==> config.mk <==
export PLATFORM = sky130hd
export DESIGN_NAME = dense_activate_sched
export DESIGN_NICKNAME = d
export VERILOG_FILES = /design/src/rtl/dense_pkg.sv /design/src/rtl/credit_counter.sv /design/src/rtl/dense_activate_sched.sv
export SDC_FILE = /design/constraint.sdc
export NUM_CORES = 1
export LEC_CHECK = 0
export ABC_AREA = 1
export CORE_MARGIN = 3
export CORE_UTILIZATION = 35
export CTS_CLUSTER_DIAMETER = 150
export DETAILED_ROUTE_END_ITERATION = 8
export SYNTH_ARGS = -nofsm -noshare
export SYNTH_HDL_FRONTEND = slang
export SYNTH_SLANG_ARGS = --single-unit
==> constraint.sdc <==
create_clock -name clk -period 5.1 [get_ports clk]
set_clock_uncertainty 0.05 [all_clocks]
set_input_delay 1.275 -clock clk [delete_from_list [all_inputs] [get_ports clk]]
set_output_delay 1.275 -clock clk [all_outputs]
set_load 0.02 [all_outputs]
==> src/rtl/dense_pkg.sv <==
// Shared state encoding and default field widths for the dense/activate schedulers.
package dense_pkg;

  typedef enum logic [2:0] {
    IDLE,
    LOAD,
    ISSUE,
    DRAIN,
    DONE
  } sched_state_t;

  localparam int unsigned ACT_TYPE_SIZE   = 4;
  localparam int unsigned DENSE_TYPE_SIZE = 4;
  localparam int unsigned COST_TYPE_SIZE  = 8;
  localparam int unsigned IDX_SIZE        = 32;

endpackage

==> src/rtl/credit_counter.sv <==
// Downstream occupancy credit counter: starts full, -1 per issued beat, +1 per return.
// A return while already full is a protocol error; the count saturates instead of wrapping.
module credit_counter #(
  parameter int unsigned credits = 4,
  localparam int unsigned CNT_W = $clog2(credits + 1)
) (
  input  logic             clk,
  input  logic             rst_n,
  input  logic             dec,
  input  logic             inc,
  output logic [CNT_W-1:0] count,
  output logic             has_credit
);

  logic full;

  assign full       = (count == CNT_W'(credits));
  assign has_credit = (count != '0);

  always_ff @(posedge clk or negedge rst_n) begin
    if (!rst_n) begin
      count <= CNT_W'(credits);
    end else begin
      unique case ({dec, inc})
        2'b10:   count <= count - CNT_W'(1);
        2'b01:   if (!full) count <= count + CNT_W'(1);
        default: ;
      endcase
    end
  end

  a_no_return_when_full: assert property (@(posedge clk) disable iff (!rst_n) !(inc && full))
    else $error("credit_return while credit counter is full");

endmodule

==> src/rtl/dense_activate_sched.sv <==
// Sequences network rows into the dense/activate pipeline, one registered beat per cycle.
// First beat 1 cycle after descriptor accept; beats stall while no downstream credit is left.
module dense_activate_sched
  import dense_pkg::*;
#(
  parameter int unsigned cost_type_size  = COST_TYPE_SIZE,
  parameter int unsigned dense_type_size = DENSE_TYPE_SIZE,
  parameter int unsigned act_type_size   = ACT_TYPE_SIZE,
  parameter int unsigned credits         = 4,
  parameter int unsigned idx_size        = IDX_SIZE
) (
  input  logic                       clk,
  input  logic                       rst_n,
  input  logic                       cmd_valid,
  output logic                       cmd_ready,
  input  logic [idx_size-1:0]        cmd_num_layers,
  input  logic                       cmd_is_update,
  input  logic [cost_type_size-1:0]  cmd_cost_type,
  input  logic                       desc_valid,
  output logic                       desc_ready,
  input  logic [idx_size-1:0]        desc_rows,
  input  logic [act_type_size-1:0]   desc_act_type,
  input  logic [dense_type_size-1:0] desc_dense_type,
  input  logic                       desc_is_cost_layer,
  output logic                       issue_valid,
  output logic [act_type_size-1:0]   issue_act_type,
  output logic [dense_type_size-1:0] issue_dense_type,
  output logic [cost_type_size-1:0]  issue_cost_type,
  output logic [idx_size-1:0]        issue_w_layer_index,
  output logic [idx_size-1:0]        issue_w_row_index,
  output logic                       issue_is_update,
  output logic                       issue_is_cost_layer,
  output logic                       issue_backprop_cost,
  input  logic                       credit_return,
  output logic                       busy,
  output logic                       done
);

  localparam int unsigned CNT_W = $clog2(credits + 1);

  sched_state_t        state, next_state;
  logic [idx_size-1:0] num_layers, rows;
  logic [CNT_W-1:0]    credit_count;
  logic                has_credit, credit_full, credit_next_ok;
  logic                last_layer, last_row, issue_next;

  credit_counter #(.credits(credits)) u_credit (
    .clk       (clk),
    .rst_n     (rst_n),
    .dec       (issue_valid),
    .inc       (credit_return),
    .count     (credit_count),
    .has_credit(has_credit)
  );

  // Compares against count-1 so full-range counts never need a wider counter.
  assign last_layer  = (issue_w_layer_index == num_layers - idx_size'(1));
  assign last_row    = (issue_w_row_index == rows - idx_size'(1));
  assign credit_full = (credit_count == CNT_W'(credits));

  // issue_valid is a flop, so look ahead at the counter value after this edge.
  assign credit_next_ok = credit_return || (credit_count > CNT_W'(1)) ||
                          (has_credit && !issue_valid);

  always_comb begin
    next_state = state;
    cmd_ready  = 1'b0;
    desc_ready = 1'b0;
    busy       = 1'b1;
    done       = 1'b0;
    unique case (state)
      IDLE: begin
        cmd_ready = 1'b1;
        busy      = 1'b0;
        if (cmd_valid) next_state = (cmd_num_layers == '0) ? DRAIN : LOAD;
      end
      LOAD: begin
        desc_ready = 1'b1;
        if (desc_valid) begin
          if (desc_rows != '0) next_state = ISSUE;
          else if (last_layer) next_state = DRAIN;
        end
      end
      ISSUE: begin
        if (issue_valid && last_row) next_state = last_layer ? DRAIN : LOAD;
      end
      DRAIN: begin
        if (credit_full) next_state = DONE;
      end
      DONE: begin
        done       = 1'b1;
        next_state = IDLE;
      end
      default: next_state = IDLE;
    endcase
    issue_next = (next_state == ISSUE) && credit_next_ok;
  end

  always_ff @(posedge clk or negedge rst_n) begin
    if (!rst_n) begin
      state               <= IDLE;
      num_layers          <= '0;
      rows                <= '0;
      issue_valid         <= 1'b0;
      issue_act_type      <= '0;
      issue_dense_type    <= '0;
      issue_cost_type     <= '0;
      issue_w_layer_index <= '0;
      issue_w_row_index   <= '0;
      issue_is_update     <= 1'b0;
      issue_is_cost_layer <= 1'b0;
      issue_backprop_cost <= 1'b0;
    end else begin
      state       <= next_state;
      issue_valid <= issue_next;
      unique case (state)
        IDLE: if (cmd_valid) begin
          num_layers          <= cmd_num_layers;
          issue_is_update     <= cmd_is_update;
          issue_cost_type     <= cmd_cost_type;
          issue_w_layer_index <= '0;
          issue_w_row_index   <= '0;
        end
        LOAD: if (desc_valid) begin
          rows                <= desc_rows;
          issue_w_row_index   <= '0;
          issue_act_type      <= desc_act_type;
          issue_dense_type    <= desc_dense_type;
          issue_is_cost_layer <= desc_is_cost_layer;
          issue_backprop_cost <= issue_is_update && desc_is_cost_layer;
          if (desc_rows == '0) issue_w_layer_index <= issue_w_layer_index + idx_size'(1);
        end
        ISSUE: if (issue_valid) begin
          issue_w_row_index <= issue_w_row_index + idx_size'(1);
          if (last_row) issue_w_layer_index <= issue_w_layer_index + idx_size'(1);
        end
        default: ;
      endcase
    end
  end

endmodule

* Word-level counts from Yosys, hierarchy flattened
Index checks and enable logic that the tools add are counted.
W data, S select, Z words.
** Operators by class
- $add $sub $neg :: 6
- Order comparisons :: 1
- Equal/unequal tests :: 16
- Multiplexer cells :: 24
- Reductions and logical operators :: 19
** Operator list (count)
- $mux W32 :: 7
- $pmux W32 S3 :: 2
- $add A32 B1 Y32 const B :: 2
- $eq A32 B32 Y1 :: 2
- $logic_not A32 Y1 :: 2
- $sub A32 B1 Y32 const B :: 2
- $reduce_bool A32 Y1 :: 1
- $mux W3 :: 7
- $ne A2 B2 Y1 const B :: 6
- $pmux W3 S4 :: 1
- $eq A3 B2 Y1 const B :: 3
- $eq A3 B3 Y1 const B :: 2
- $pmux W3 S2 :: 1
- $reduce_and A2 Y1 :: 3
- $reduce_and A6 Y1 :: 1
- $reduce_bool A3 Y1 :: 2
- $logic_and A1 B1 Y1 :: 4
- $mux W1 :: 4
- $mux W2 :: 2
- $reduce_and A4 Y1 :: 1
- $add A3 B1 Y3 const B :: 1
- $eq A3 B1 Y1 const B :: 1
- $gt A3 B1 Y1 const B :: 1
- $logic_not A3 Y1 :: 1
- other kinds (6) :: 7
** Storage, ports and cells
- Register bits after elaboration :: 154
- Word-level logic and storage cells :: 79

* Logic depth before layout (Yosys ltp)
Gate-level depths: netlist of run 1.
- Word-level depth :: 8
- Gate-level depth with buffers :: 19
- Mapped depth without buffers :: 19

* Cells and area by module
From an unflattened synthesis of run 1, not the netlist that was laid out.
** Second synthesis, totals
- Cells, all modules :: 1678
- Area total of the unflattened synthesis :: 11045.6 sq um
** By module, submodules not included
- dense_activate_sched :: times used 1, cells each 1647, area an instance 10834.1 sq um, sequential area each 3778.6 sq um
- credit_counter :: times used 1, cells each 31, area an instance 211.5 sq um, sequential area each 76.3 sq um

* Worst setup path after synthesis of run 1
Ideal clock, no wire load.
- Path kind :: input to register
- Start :: input port desc_valid
- End :: register issue_w_row_index[19]
- Library setup time :: 0.117 ns
- Arrival time :: 2.544 ns
- Path slack :: 2.389 ns
- Stages :: 13
- Buffers on the path :: 0
- Path through :: inv_1 > nand2_1 > o21ai_0 > nor2_1 > o21ai_2 > nor2_2 > nand3_1 > nor3_2 > nand3_1 > inv_1 > nand2_1 > nor2_1 > nor2_1
** On the way
- Longest elaborated chain between the ends :: 2
** RTL lines
- from (decl) :: RTL line dense_activate_sched.sv:19 : input logic desc_valid,
- $ne A2 B2 Y1 (no line)
- $reduce_and A4 Y1 (no line)
- to (signal assigned) :: RTL line dense_activate_sched.sv:134 : issue_w_row_index <= issue_w_row_index + idx_size'(1);
- to (decl) :: RTL line dense_activate_sched.sv:30 : output logic [idx_size-1:0] issue_w_row_index,
Every way passes these cells.
A chain may end at the register's enable or synchronous reset.

* Worst setup path in the final report of run 1
- Start :: register state[1]
- End :: output port desc_ready
** On the way
- Longest elaborated chain between the ends :: 2
** RTL lines
- from (decl) :: RTL line dense_activate_sched.sv:41 : sched_state_t state, next_state;
- from (signal assigned) :: RTL line dense_activate_sched.sv:114 : state <= next_state;
- $eq A3 B1 Y1 :: RTL line dense_activate_sched.sv:71 : unique case (state)
- $mux W1 :: RTL line dense_activate_sched.sv:71
- to (decl) :: RTL line dense_activate_sched.sv:20 : output logic desc_ready,
Every way passes these cells.

==> impl_summary.md, run 1 <==
Run status
The run finished with clean final reports.

Layout
The area used by sequential logic in the layout is 3850 um2. After filler insertion, the fill cell instance count of the layout stands at ~3200. The repair_antennas step left the layout with diodes totalling 0. From synthesis to final layout, the design area changed by 24.7%. The number of nets at the end of the flow is 1923. The post-route netlist has 5.27% of its cells at a drive strength greater than 1. Leaving out fill and tap cells, the most frequent cell in the layout is nand2_1. The library cells used most frequently in the layout, excluding fill and tap cells, are nand2_1 (522), nor2_1 (231), inv_1 (207). In the final layout, the multi-input gates occupy between 6000 and 7000 um2.

Setup path
The critical path is of the reg -> out type. The endpoint of the worst-slack reg-to-reg timing path is issue_w_row_index[19]. Setup slack on the worst reg-to-reg path comes out at ~1.8 ns. The number of cells on the worst reg-to-reg path is 16. Data on the critical path is required at its endpoint by ~3.8 ns.

The data arrival time of the critical path is 2.16 ns. STA classifies the critical path endpoint as an output pin. The startpoint of the most critical register-to-register path is state[0].

In this run the worst path has a maximum fanout of 6. The worst setup path is launched from a flop.

Placed design
The total half-perimeter wirelength after legalization and detailed placement is between 20 and 30 mm. Port buffering added 174 buffers. The setup slack at placement is ~1.2 ns. The placer congestion estimate is between 0.9 and 1.

Power
The worst-case IR drop observed on VDD is approximately 0.34 mV. The power density normalized to cell area is approximately 560 nW/um2. The analysis attributes to cell leakage a power of 6.23 nW.

Floorplan
In this run the count of I/O pins placed on the die edge is around 180. The overall die width is 184 um. In this run the standard cell core region covers 30900 um2. The die is between 150 and 200 um tall. In this run the core area contains between 60 and 70 standard-cell rows. The floorplan die area is 33800 um2.

The starting density of the core is approximately 36%.

Drt
The total wirelength of the detailed-routed design is 37.5 mm. The first-pass iteration count of the detailed router is 5. Once detail routing completed, the nets flagged for antenna violations numbered 0.

The first-iteration detailed-routing DRC count is between 800 and 900. The overall via count from detail_route is roughly 11000. The number of design rule violations left after detail routing is 0. The number of vias per cell after detailed routing is 5.04. After detailed routing, the average wire length per cell comes to roughly 17 um.

Clock tree
After clock tree synthesis, the repair step resized 0 gates. The clock tree synthesis step divided the H-tree into 4 levels. The number of setup buffers added after CTS is 0.

The clock latency on the worst-skew pair is 0.44 ns. The clock transition time at the flip-flop clock pins of the worst setup and hold paths is approximately 0.070 ns. The number of buffers inserted during clock tree synthesis is 17.

The tree is rooted in a clkbuf_16. The TritonCTS clock tree is yes. The number of hold buffers added after CTS was 0. The tree built by TritonCTS fans out to approximately 150 sinks.

No sink is reached through more buffers than the 2 on the longest clock path.

Synth
The sequential area share after synthesis is a little over a third. The number of instances in the synthesized netlist is about 1700. In this run, synthesis produced a sequential element count of between 150 and 200. The most used flip-flop cell after synthesis is dfrtp_1. Counting flops with an async set or reset pin after synthesis yields a share of between 90% and 100%. Counting flops with a built-in enable in the synthesized netlist gives 0.

The synthesis warning total is 0. The synthesized netlist occupies a cell area of 11100 um2. When the netlist entered floorplanning its net count stood at ~1800. The netlist uses 44 different library cells.

The synthesized area divided by synthesized cell count is around 6.7 um2.

Hold path
The sink of the worst hold path is issue_dense_type[0]. The worst hold path was traced through 2 stages. The startpoint of the worst hold path is issue_dense_type[0]. In this run the worst hold path is classified as reg -> reg.

Global routing
The number of global-route vias before repair is 10829. The sum of overflow across all layers after global routing is 0. Entering global routing, the biggest net connects 96 pins. The first global-routing pass estimated slightly below 60 mm of wire. Global routing consumed, over all layers together, between 20 and 25% of the routing resources.

The initial antenna violation count is 0.

STA
Setup repair after global routing left no endpoint under its margin. Of the available clock period, the critical path in the final layout requires between 60 and 70%. The final count of hold timing violations is 0. The relative slew slack is about 38%. The highest clock frequency the design can meet is about 0.29 GHz. The final setup violation count is 0.

Setup total negative slack on the finished layout was measured at 0 ns. The worst setup slack after layout is around 1.6 ns. The final critical path time including I/O delays and setup is between 3 and 4 ns. For the pin with the worst max-slew slack, the measured transition is ~0.93 ns. The final count of pins violating max slew is 0.

Flow run
The tool flagged a number of max-cap violations equal to 0.
worst max path at each step:
stage / from / to / slack [ns]
finish: state[1] / desc_ready / 1.62
global route: state[0] / issue_w_row_index[19] / 1.43
CTS: state[1] / desc_ready / 1.52
detailed placement: desc_rows[13] / issue_w_layer_index[24] / 1.15
global placement: desc_rows[13] / issue_w_layer_index[24] / 1.16
floorplan: desc_valid / issue_w_row_index[19] / 2.39
area by class of cell:
type	count	area share, %
sequential	154	27.9
multi-input combinational	1263	45.3
timing repair buffer	182	13.2
clock inverter	15	1.20
tap	396	3.58
inverter	210	5.70
clock buffer	17	3.08
synthesized netlist by cell type (10+ instances only):
cell type | instances | area share, %
a21oi_1 | 18 | 0.81
clkbuf_1 | 22 | 0.74
dfrtp_1 | 153 | 35
inv_1 | 207 | 7.0
mux2_2 | 16 | 1.6
nand2_1 | 523 | 18
nand3_1 | 79 | 3.6
nand3b_1 | 10 | 0.68
nand4_1 | 34 | 1.9
nor2_1 | 232 | 7.9
nor3_1 | 46 | 2.1
nor4_1 | 32 | 1.8
o21ai_0 | 74 | 3.3
o21ai_1 | 16 | 0.72
o21ai_2 | 11 | 0.87
o31ai_1 | 14 | 0.95
xnor2_1 | 23 | 1.8
xor2_1 | 83 | 6.6
through the flow:
stage          std cells  area [um2]  util, %  hold WS (ns)  power [mW]
6_report            2237       13800     44.7         0.425        7.78
5_1_grt             2237       13800     44.7         0.454        8.45
4_1_cts             2237       13800     44.7         0.430        7.81
3_5_place_dp        2205       13200     42.8         0.413        6.47
3_3_place_gp        2205       13200     42.8         0.404        6.43
2_1_floorplan       1660       11100        -         0.422        5.04
worst max-delay path: stages, from the launching register on:
cell and delay, ns:
dfrtp_1 0.44, nor3_1 0.54, clkdlybuf4s50_1 0.74
flip-flops by register name, indices dropped and copies added (netlist names), 3 cells and up:
register,flops
issue_dense_type,4
issue_w_row_index,32
issue_cost_type,8
issue_act_type,4
issue_w_layer_index,32
num_layers,32
u_credit.count,3
rows,32
state,3
report_power, final:
part	switching, mW	internal (mW)
Sequential	0.677	1.67
Clock	0.586	0.731
Combinational	2.59	1.52
Total	3.85	3.93
logic make-up (layout without fill, tap and decap cells):
kind of cell	Yosys count	in the layout	synth area share, %
AO/OA/AOI/OAI	149	149	7.88
XOR/XNOR	106	106	8.37
adder cells (fa/ha/maj)	8	8	0.903
buffers and inverters	243	424	8.78
flip-flops	154	154	34.8
multiplexers	16	16	1.63
AND/OR/NAND/NOR	984	984	37.7
per-layer routing:
metal  share of wire [%]  wire length, um  track usage [%]  vias to the layer above
met5                   0                0                0                        -
met4                 1.5              556             4.84                        0
met3                 5.8             2190             4.14                       40
met2                  48            18100             38.0                      342
met1                  44            16600             29.7                     5277
li1                    -                -                -                     5620
(Power assumes the default switching activity.)
==> run 2, diff against run 1 <==
clock period = 3.2 ns   (was 5.1 ns; I/O delays follow)
==> impl_summary.md, run 2 (synthesized netlist as in run 1, its figures left out) <==
STA
The final critical path time including I/O delays and setup is 2.85 ns. The relative slew slack is approximately half. Setup violations remaining at the end of the flow were counted as 0. The highest clock frequency the design can meet is about 0.35 GHz.

Adding up every negative setup slack in the final design gives 0 ns. The final count of pins violating max slew is 0. The final count of hold timing violations is 0. The final worst-path cycle share is around nine tenths.

The worst hold slack is 0.334 ns. Setup repair after global routing left no endpoint under its margin. At the pin with the least slew margin, the transition time is 0.729 ns.

Drt
The met3 wire length is just over 2 mm. The number of vias per cell after detailed routing is slightly above 5. The total wirelength of the detailed-routed design is 38.1 mm.

The first-iteration detailed-routing DRC count is about 800. The met2 wire length is roughly 18 mm. After detailed routing, no signal wire sits above met4. The antenna violation net count after detailed routing is 0. The wire length on met1 is between 15 and 20 mm. The pre-antenna-repair detailed-routing pass consisted of 5 iterations. For this block, the via count after detailed routing is about 11000.

The average wire length per cell after detail routing is approximately 17 um. The number of design rule violations left after detail routing is 0.

Setup path
Of all nets on the critical path, the largest fanout is 38. The type of the worst setup path is reg -> reg. STA puts the critical path data required time at roughly 3.5 ns. The worst setup path is launched from a flop.

The register-to-register setup slack is about 0.35 ns. The startpoint of the most critical register-to-register path is rows[0]. The endpoint identified for the worst register-to-register timing path is issue_w_layer_index[18].

The worst register-to-register path has a depth of 16. The worst setup path is captured at a flop. Data arrives at the worst endpoint at 3.17 ns.

Layout
The area overhead of the layout relative to synthesis is 26.3%. The number of nets at the end of the flow is slightly below 2000. The finished layout holds between 2000 and 2500 standard cells, fillers aside. The most common cell after layout, fill and taps aside is nand2_1.

The total inserted antenna cells is 0. The share of final-layout standard cells stronger than drive strength 1 is 6.09%. In the layout the commonest cells are nand2_1 (522), nor2_1 (231), inv_1 (207).

Clock tree
The number of gates resized after CTS is 0. CTS placed an instance of clkbuf_16 at the clock tree root. Buffers added to address setup during post-CTS repair amount to 0. The count of H-tree levels built during CTS is 4. The clock transition time at the flip-flop clock pins of the worst setup and hold paths is around 0.070 ns.

TritonCTS built the clock tree. The clock latency on the worst-skew pair is approximately 0.45 ns. In this run, CTS created clock tree buffers numbering 17. The number of hold-repair buffers added at the cts stage is 0. The number of clock sinks seen by CTS is about 150. The deepest clock path buffer count is 2.

Placed design
The total half-perimeter wirelength after legalization and detailed placement is 30.4 mm. Routability-driven placement finished with a final weighted congestion of approximately 0.94. The number of buffers added on ports is between 150 and 200.

The number of placed cells counting well taps is between 2000 and 2500.

Power
The worst voltage drop across the vdd grid is between 0.4 and 0.5 mV. The power density normalized to cell area is ~900 nW/um2. The leakage power of the design is around 6.4 nW.

Floorplan
Row generation in the floorplan step produced 64 rows. The floorplan step defined a die boundary enclosing roughly 34000 um2. In this run the count of I/O pins placed on the die edge is around 180. The floorplan step defined a core boundary enclosing about 31000 um2. The starting density of the core is about 36%. The die span in y is 184 um. From left edge to right edge, the die measures roughly 180 um.

Global routing
The first-pass GRT wire length is between 60 and 70 mm. Global routing used a little under a quarter of the available tracks across all layers. The initial antenna violation count is 0. The number of global-route vias before repair is ~11000.

The sum of overflow across all layers after global routing is 0. Entering global routing, the biggest net connects 68 pins.

Run status
The flow ran to the end, and the final reports show no timing, DRC or antenna violations.

Flow run
The tool flagged a number of max-cap violations equal to 0.

Hold path
The tightest min-delay check is of the in -> async type.
==> run 2: cell types whose count changed in the layout (fill, tap and decap cells not counted), sizes merged <==
cell      previous run  this run
clkinvlp             5         1
buf                  9        25
clkinv               2         5
bufinv               2         3
==> run 2: worst max-delay path, stage by stage, from the launching register on <==
cell	delay, ns
dfrtp_1	0.39
inv_1	0.09
ha_1	0.20
nand2_1	0.15
nor2_1	0.34
nand2_1	0.12
nand3_1	0.15
nand2_1	0.07
nor2_1	0.11
nand3_1	0.09
nor2_1	0.12
nand3_2	0.12
a21boi_4	0.18
buf_12	0.23
buf_12	0.17
nand2_1	0.06
o21ai_1	0.09
==> run 2: area by class of cell <==
cell class / instances / area (um2)
clock buffers: 17 / 425
fillers: 3219 / 16900
repair buffers: 198 / 1990
well taps: 396 / 495
inverters: 210 / 788
multi-input cells: 1263 / 6270
flip-flops and latches: 154 / 3850
clock inverters: 15 / 189
==> run 2: power by group <==
group,leakage (nW),switching (mW),internal (mW)
logic,4.06,4.16,2.54
registers,1.99,1.09,2.67
clock network,0.301,0.910,1.25
total,6.35,6.17,6.45
==> run 2: routing by layer <==
metal | track usage (%) | vias up
li1 | - | 5658
met1 | 29.9 | 5316
met2 | 38.5 | 330
met3 | 3.70 | 41
met4 | 6.17 | 0
met5 | 0 | -
==> run 2: how the worst max path moves through the flow <==
stage / from / to / slack (ns) / cells after the start
after floorplan: state[1] / issue_w_row_index[19] / 0.87 / 14
after global placement: desc_rows[13] / issue_w_layer_index[10] / 0.09 / 10
after detailed placement: desc_rows[7] / issue_w_layer_index[18] / -0.004 / 10
after CTS: rows[0] / issue_w_layer_index[18] / 0.32 / 16
after global routing: rows[0] / issue_w_layer_index[14] / 0.05 / 19
final: rows[0] / issue_w_layer_index[18] / 0.35 / 16
==> run 2: per-stage QoR <==
stage | setup slack [ns] | power [mW] | area, um2 | util [%]
3_3_place_gp | 0.0940 | 10.4 | 13400 | 43.3
4_1_cts | 0.321 | 12.7 | 14000 | 45.3
2_1_floorplan | 0.873 | 8.03 | 11100 | -
3_5_place_dp | -0.00381 | 10.5 | 13400 | 43.3
5_1_grt | 0.0545 | 13.7 | 14000 | 45.3
6_report | 0.346 | 12.6 | 14000 | 45.3
==> run 3, diff against run 2 <==
GPL_ROUTABILITY_DRIVEN = 0   (was default)
==> impl_summary.md, run 3 (synthesized netlist as in run 1, its figures left out) <==
Setup path
The register-to-register setup slack is approximately 0.28 ns. The type of the worst setup path is reg -> reg. Data on the critical path is required at its endpoint by about 3.5 ns.

For this run, the slowest stage of the critical path takes 0.42 ns. The kind of cell with the highest combined delay along the critical path is simple AND/OR/NAND/NOR gates. The signal on the critical path passes through nor2_1 -> nand2_1 -> nor2_4 -> nand2_1 -> o21ai_0 -> nand2_1 -> nor2_1 -> nand2_1 -> nor2_2 -> nand3_2 -> a21boi_4 -> buf_12 -> buf_4 -> nand2_1 -> o21ai_1. The endpoint class of the critical path is a flop. The endpoint identified for the worst register-to-register timing path is issue_w_layer_index[19]. The startpoint kind of the worst setup timing path is a flop. Data arrives at the worst endpoint at between 3 and 4 ns.

The library cell appearing most often on the critical path is nand2_1. The worst-path maximum fanout is 37. Counting cells, the worst reg-to-reg path comes to 15. The startpoint identified for the worst register-to-register timing path is rows[5].

The slowest cell on the critical path is dfrtp_1. The combined buffer and inverter count along the critical path is 2.

Layout
Leaving out fill and tap cells, the most frequent cell in the layout is nand2_1. The final instance area is approximately 14000 um2. The top cell types in the final layout, fill and taps aside, are nand2_1 (522), nor2_1 (231), inv_1 (207). At the end of the flow, the number of nets in the layout was approximately 2000. In the final layout, the share of cells above drive strength 1 is under 10%. The repair_antennas step left the layout with diodes totalling 0. The area growth from synthesis to layout is 26.7%.

Global routing
The total global routing track utilization is ~23%. The number of global-route vias before repair came to approximately 11000. Entering global routing, the biggest net connects 60 pins. The first global-routing pass estimated 60.7 mm of wire.

The initial antenna violation count came to 0. For this run the aggregate overflow at the end of global routing stands at 0.

Clock tree
The number of gates resized after CTS is 0. At the later pin of the worst-skew pair, clock insertion delay measures ~0.47 ns. Clock-pin slew was measured on the worst setup and hold paths at 0.07 ns. The number of buffers inserted during clock tree synthesis is 17. The H-tree was split into 4 levels. The clock tree root driver cell is clkbuf_16. The number of hold-repair buffers added at the cts stage is 0.

Counting along the longest clock path gives a buffer depth of 2. The TritonCTS clock tree is yes. The number of setup buffers added after CTS is 0. For this design, the sink count on the clock tree is between 150 and 200.

Drt
After detailed routing, the number of remaining DRC violations is 0. The average wire length per cell after detail routing is about 17 um. After detailed routing, the number of vias per cell comes to between 5 and 6.

The first-iteration detailed-routing DRC count is 849. For this block, the via count after detailed routing is roughly 12000. The first-pass iteration count of the detailed router is 7. The antenna violation net count after detailed routing is 0. The total wirelength of the detailed-routed design is approximately 38 mm.

STA
Based on the critical path, the design can be clocked at up to 0.342 GHz. The relative slew slack is 54.3%. For the pin with the worst max-slew slack, the measured transition is slightly below 0.7 ns. The final critical path time including I/O delays and setup is 2.92 ns. The final count of pins violating max slew came to 0. In the finished design, the share of the clock period the worst path needs comes to about 91%.

The final count of hold timing violations is 0. Setup repair after global routing left no endpoint under its margin. The final setup violation count is 0. In the final timing run, aggregate negative setup slack is 0 ns.

Placed design
The placed standard-cell area is roughly 13000 um2. The number of buffers added on ports is approximately 170. Once detailed placement completed, the half-perimeter wirelength came to 30.1 mm.

Floorplan
The floorplan die area is 33800 um2. During I/O placement, the number of pins put on the boundary was around 180. The starting density of the core is between 30% and 40%.

The overall die width is around 180 um. The cell row count is 64. The die is approximately 180 um tall.

The area of the core region is between 30000 and 40000 um2.

Power
Power spread over the standard cell area amounts to between 900 and 1000 nW/um2. IR analysis of the VDD net gives a maximum drop of roughly 0.51 mV. For this design the static power due to leakage is ~6.4 nW.

Hold path
The worst min-delay path category is in -> async.

Run status
The run finished with clean final reports.

Flow run
The number of max-cap violations is 0.
run 3: area by class of cell:
type                       count  area, um2
sequential                   154       3850
clock buffer                  21        460
tap                          396        495
multi-input combinational   1263       6270
fill                        3215      16900
timing repair buffer         204       2010
inverter                     210        788
clock inverter                11        169
run 3: how the worst max path moves through the flow:
stage	startpoint	endpoint	slack [ns]	cells after the start
floorplan	state[1]	issue_w_row_index[19]	0.87	14
global placement	desc_rows[1]	issue_w_layer_index[19]	0.11	10
detailed placement	desc_rows[1]	issue_w_layer_index[19]	0.009	10
CTS	rows[0]	issue_w_layer_index[19]	0.29	18
global route	num_layers[0]	issue_valid	0.03	16
finish	rows[5]	issue_w_layer_index[19]	0.28	15
run 3: through the flow:
step	util, %	instances	total power, mW	hold WS (ns)	worst slack, ns
6_report	45.4	2259	12.7	0.286	0.276
3_5_place_dp	43.4	2227	10.5	0.412	0.00911
5_1_grt	45.4	2259	13.8	0.324	0.0319
3_3_place_gp	43.4	2227	10.4	0.406	0.106
4_1_cts	45.4	2259	12.7	0.292	0.292
2_1_floorplan	-	1660	8.03	0.422	0.873
run 3: power breakdown:
group,total (mW),internal [mW],switching (mW)
Clock,2.21,1.34,0.863
Combinational,6.72,2.57,4.15
Sequential,3.76,2.67,1.09
run 3: per-layer routing:
layer / share of wire [%] / vias up / track usage, %
li1: - / 5645 / -
met1: 45 / 5374 / 30.4
met2: 47 / 413 / 37.8
met3: 6.2 / 73 / 3.82
met4: 2.2 / 0 / 6.59
met5: 0 / - / 0
==> variant: new RTL, config.mk and constraints of run 3 <==
Re-encode `sched_state_t` (5 states) as one-hot, 5 bits wide.
--- a/src/rtl/dense_pkg.sv
+++ b/src/rtl/dense_pkg.sv
@@ -1,12 +1,12 @@
 // Shared state encoding and default field widths for the dense/activate schedulers.
 package dense_pkg;
 
-  typedef enum logic [2:0] {
-    IDLE,
-    LOAD,
-    ISSUE,
-    DRAIN,
-    DONE
+  typedef enum logic [4:0] {
+    IDLE  = 5'b00001,
+    LOAD  = 5'b00010,
+    ISSUE = 5'b00100,
+    DRAIN = 5'b01000,
+    DONE  = 5'b10000
   } sched_state_t;
 
   localparam int unsigned ACT_TYPE_SIZE   = 4;
Formal check against the unedited RTL: same outputs for any inputs over 4 cycles, from zero or initial values and one cycle with rst_n low; so few cycles prove little.
==> variant against run 3 <==
Register-to-register slack better by 0.04 ns. Synthesized area is 0.36% lower. Die area down 0.35%. Critical endpoint is now desc_ready. Critical path type is now reg2out. Utilization fell by 0.51 points. Routed wire length is 3.1% lower. Fmax shrank 1.3%. Sequential cell count rose by 2. Combinational power decreased by 26%. Sequential share of layout area increased by 0.75 points. Final area fell by 1.4%. Worst setup slack got worse by 0.038 ns. Power shrank 20%. First-iteration DRC count increased by 13%.
==> variant: results (changes against run 3) <==
stage	metric	value	unit	change
clock_network	post_cts_buffers	0		unchanged
synth	synth-seq-area-share	0.354		+0.00590
clock_network	clkTransAtPathRegs	0.06	ns	
setup_path	end_kind	output port		
routing	wire_per_inst	16.1	um	-3.2%
cells_and_area	num_antenna_cells	0		unchanged
routing	first_iter_violations	963		+13%
clock_network	cts_max_path_buffers	2		unchanged
clock_network	root_buffer	clkbuf_16		
synth	ys_top_cells_by_area	dfrtp_1 35%, nand2_1 22%, nor2_1 8.0%		
clock_network	cts_inserted_buffers	17		unchanged
cells_and_area	drive_gt1_frac	0.0461		-0.0167
grt	grt_util_all_layers	0.215		-0.0123
grt	grt_pass1_wl	58000	um	-4.5%
sta	tightest_slew	0.612	ns	-0.0670 ns
synth	yosysUniqueCellTypes	45		+2.3%
status	status	finished, final reports clean		
synth	syn_inst	1687		+1.6%
clock_network	clk_latency	0.44	ns	-0.03 ns
setup_path	crit_path_top_delay_cell	clkdlybuf4s50_1		
cells_and_area	layoutNonFillerInstCount	2262		+0.13%
place	dpl_worst_slack	0.0659	ns	+0.0568 ns
clock_network	cts.repair.resized	0		unchanged
setup_path	cp_max_fo	6		-84%
place	io_buffers	174		unchanged
synth	synth_ff_type	dfrtp_1		
place	dpl.hpwl	28300	um	-5.7%
cells_and_area	fin_nets	1948		+0.15%
setup_path	arrival	2.11	ns	-1.15 ns
synth	async_flop_share	1.00		unchanged
routing	vias_per_cell	5.06		-0.72%
pwr	switching_power	4800	uW	-21%
grt	antenna_found_initial	0		unchanged
synth	ys_top_cells_by_count	636 x nand2_1, 235 x nor2_1, 154 x dfrtp_1		
clock_network	cts_max_level	4		unchanged
routing	postRouteAntennaNets	0		unchanged
pwr	leakagePower	0.00621	uW	-2.5%
pwr	ir_drop	634	uV	+24%
worst_hold_path	min_path_type	in2async		
setup_path	cp_slowest_stage_delay	0.63	ns	+0.21 ns
grt	grt_pass1_vias	10678		-4.8%
routing	dr.pass1.iters	5		-2
place	dp.cells	2230		+0.13%
grt	grt_max_degree	56		-6.7%
synth	yosys_warnings	0		unchanged
synth	synth_nets	1782		+1.5%
==> variant: kinds of logic (layout without fill, tap and decap cells) <==
family / after synthesis / in the layout / share of synthesized area
AO/OA/AOI/OAI: 93 / 93 / 0.0486
XOR/XNOR: 107 / 107 / 0.0848
adder cells (fa/ha/maj): 8 / 8 / 0.00906
buffers and inverters: 206 / 385 / 0.0744
flip-flops: 156 / 156 / 0.354
AND/OR/NAND/NOR: 1117 / 1117 / 0.429
==> variant: critical path: cells and delay by family (launching register included) <==
family | cells | cell delay [ns]
buffers and inverters | 2 | 0.86
DFF | 1 | 0.38
and+or+nand+nor | 2 | 0.43
==> variant: area by class of cell <==
cell class              instances  area, um2
clock buffers                  18        429
clock inverters                14        135
fillers                      3183      17000
inverters                     159        598
multi-input cells            1325       6330
flip-flops and latches        156       3910
well taps                     396        495
repair buffers                194       1960
==> variant: metal layers <==
layer,share of wire,global-route usage,up-vias
met5,0,0,-
met4,0.017,0.0576,0
met3,0.075,0.0417,47
met2,0.41,0.315,428
met1,0.49,0.322,5260
li1,-,-,5702
==> variant: power groups by stage <==
stage | registers, uW | logic, uW | clock network, uW
after global placement | 3200 | 4860 | 0
after CTS | 3180 | 4960 | 2060
after global routing | 3270 | 5610 | 2140
after floorplan | 3160 | 3320 | 0
after detailed placement | 3200 | 4930 | 0
final | 3190 | 4970 | 2020
==> variant: path summary, 6_finish.rpt <==
check,from,end,slack (ns),depth (start not counted)
max in group asynchronous,rst_n,num_layers[14],2.05,2
worst min register to register,issue_act_type[0],issue_act_type[0],0.42,2
worst max-delay path,state[3],desc_ready,0.24,4
worst min-delay path,rst_n,issue_act_type[0],0.28,1
worst max register to register,rows[0],issue_w_layer_index[16],0.32,17
min in group clk,issue_act_type[0],issue_act_type[0],0.42,2
==> variant: through the flow <==
step	utilization	total power [uW]	cell area (um2)
after floorplan	-	6480	11000
after global placement	0.431	8060	13300
after detailed placement	0.431	8130	13300
after CTS	0.449	10200	13900
after global routing	0.449	11000	13900
final	0.449	10200	13900
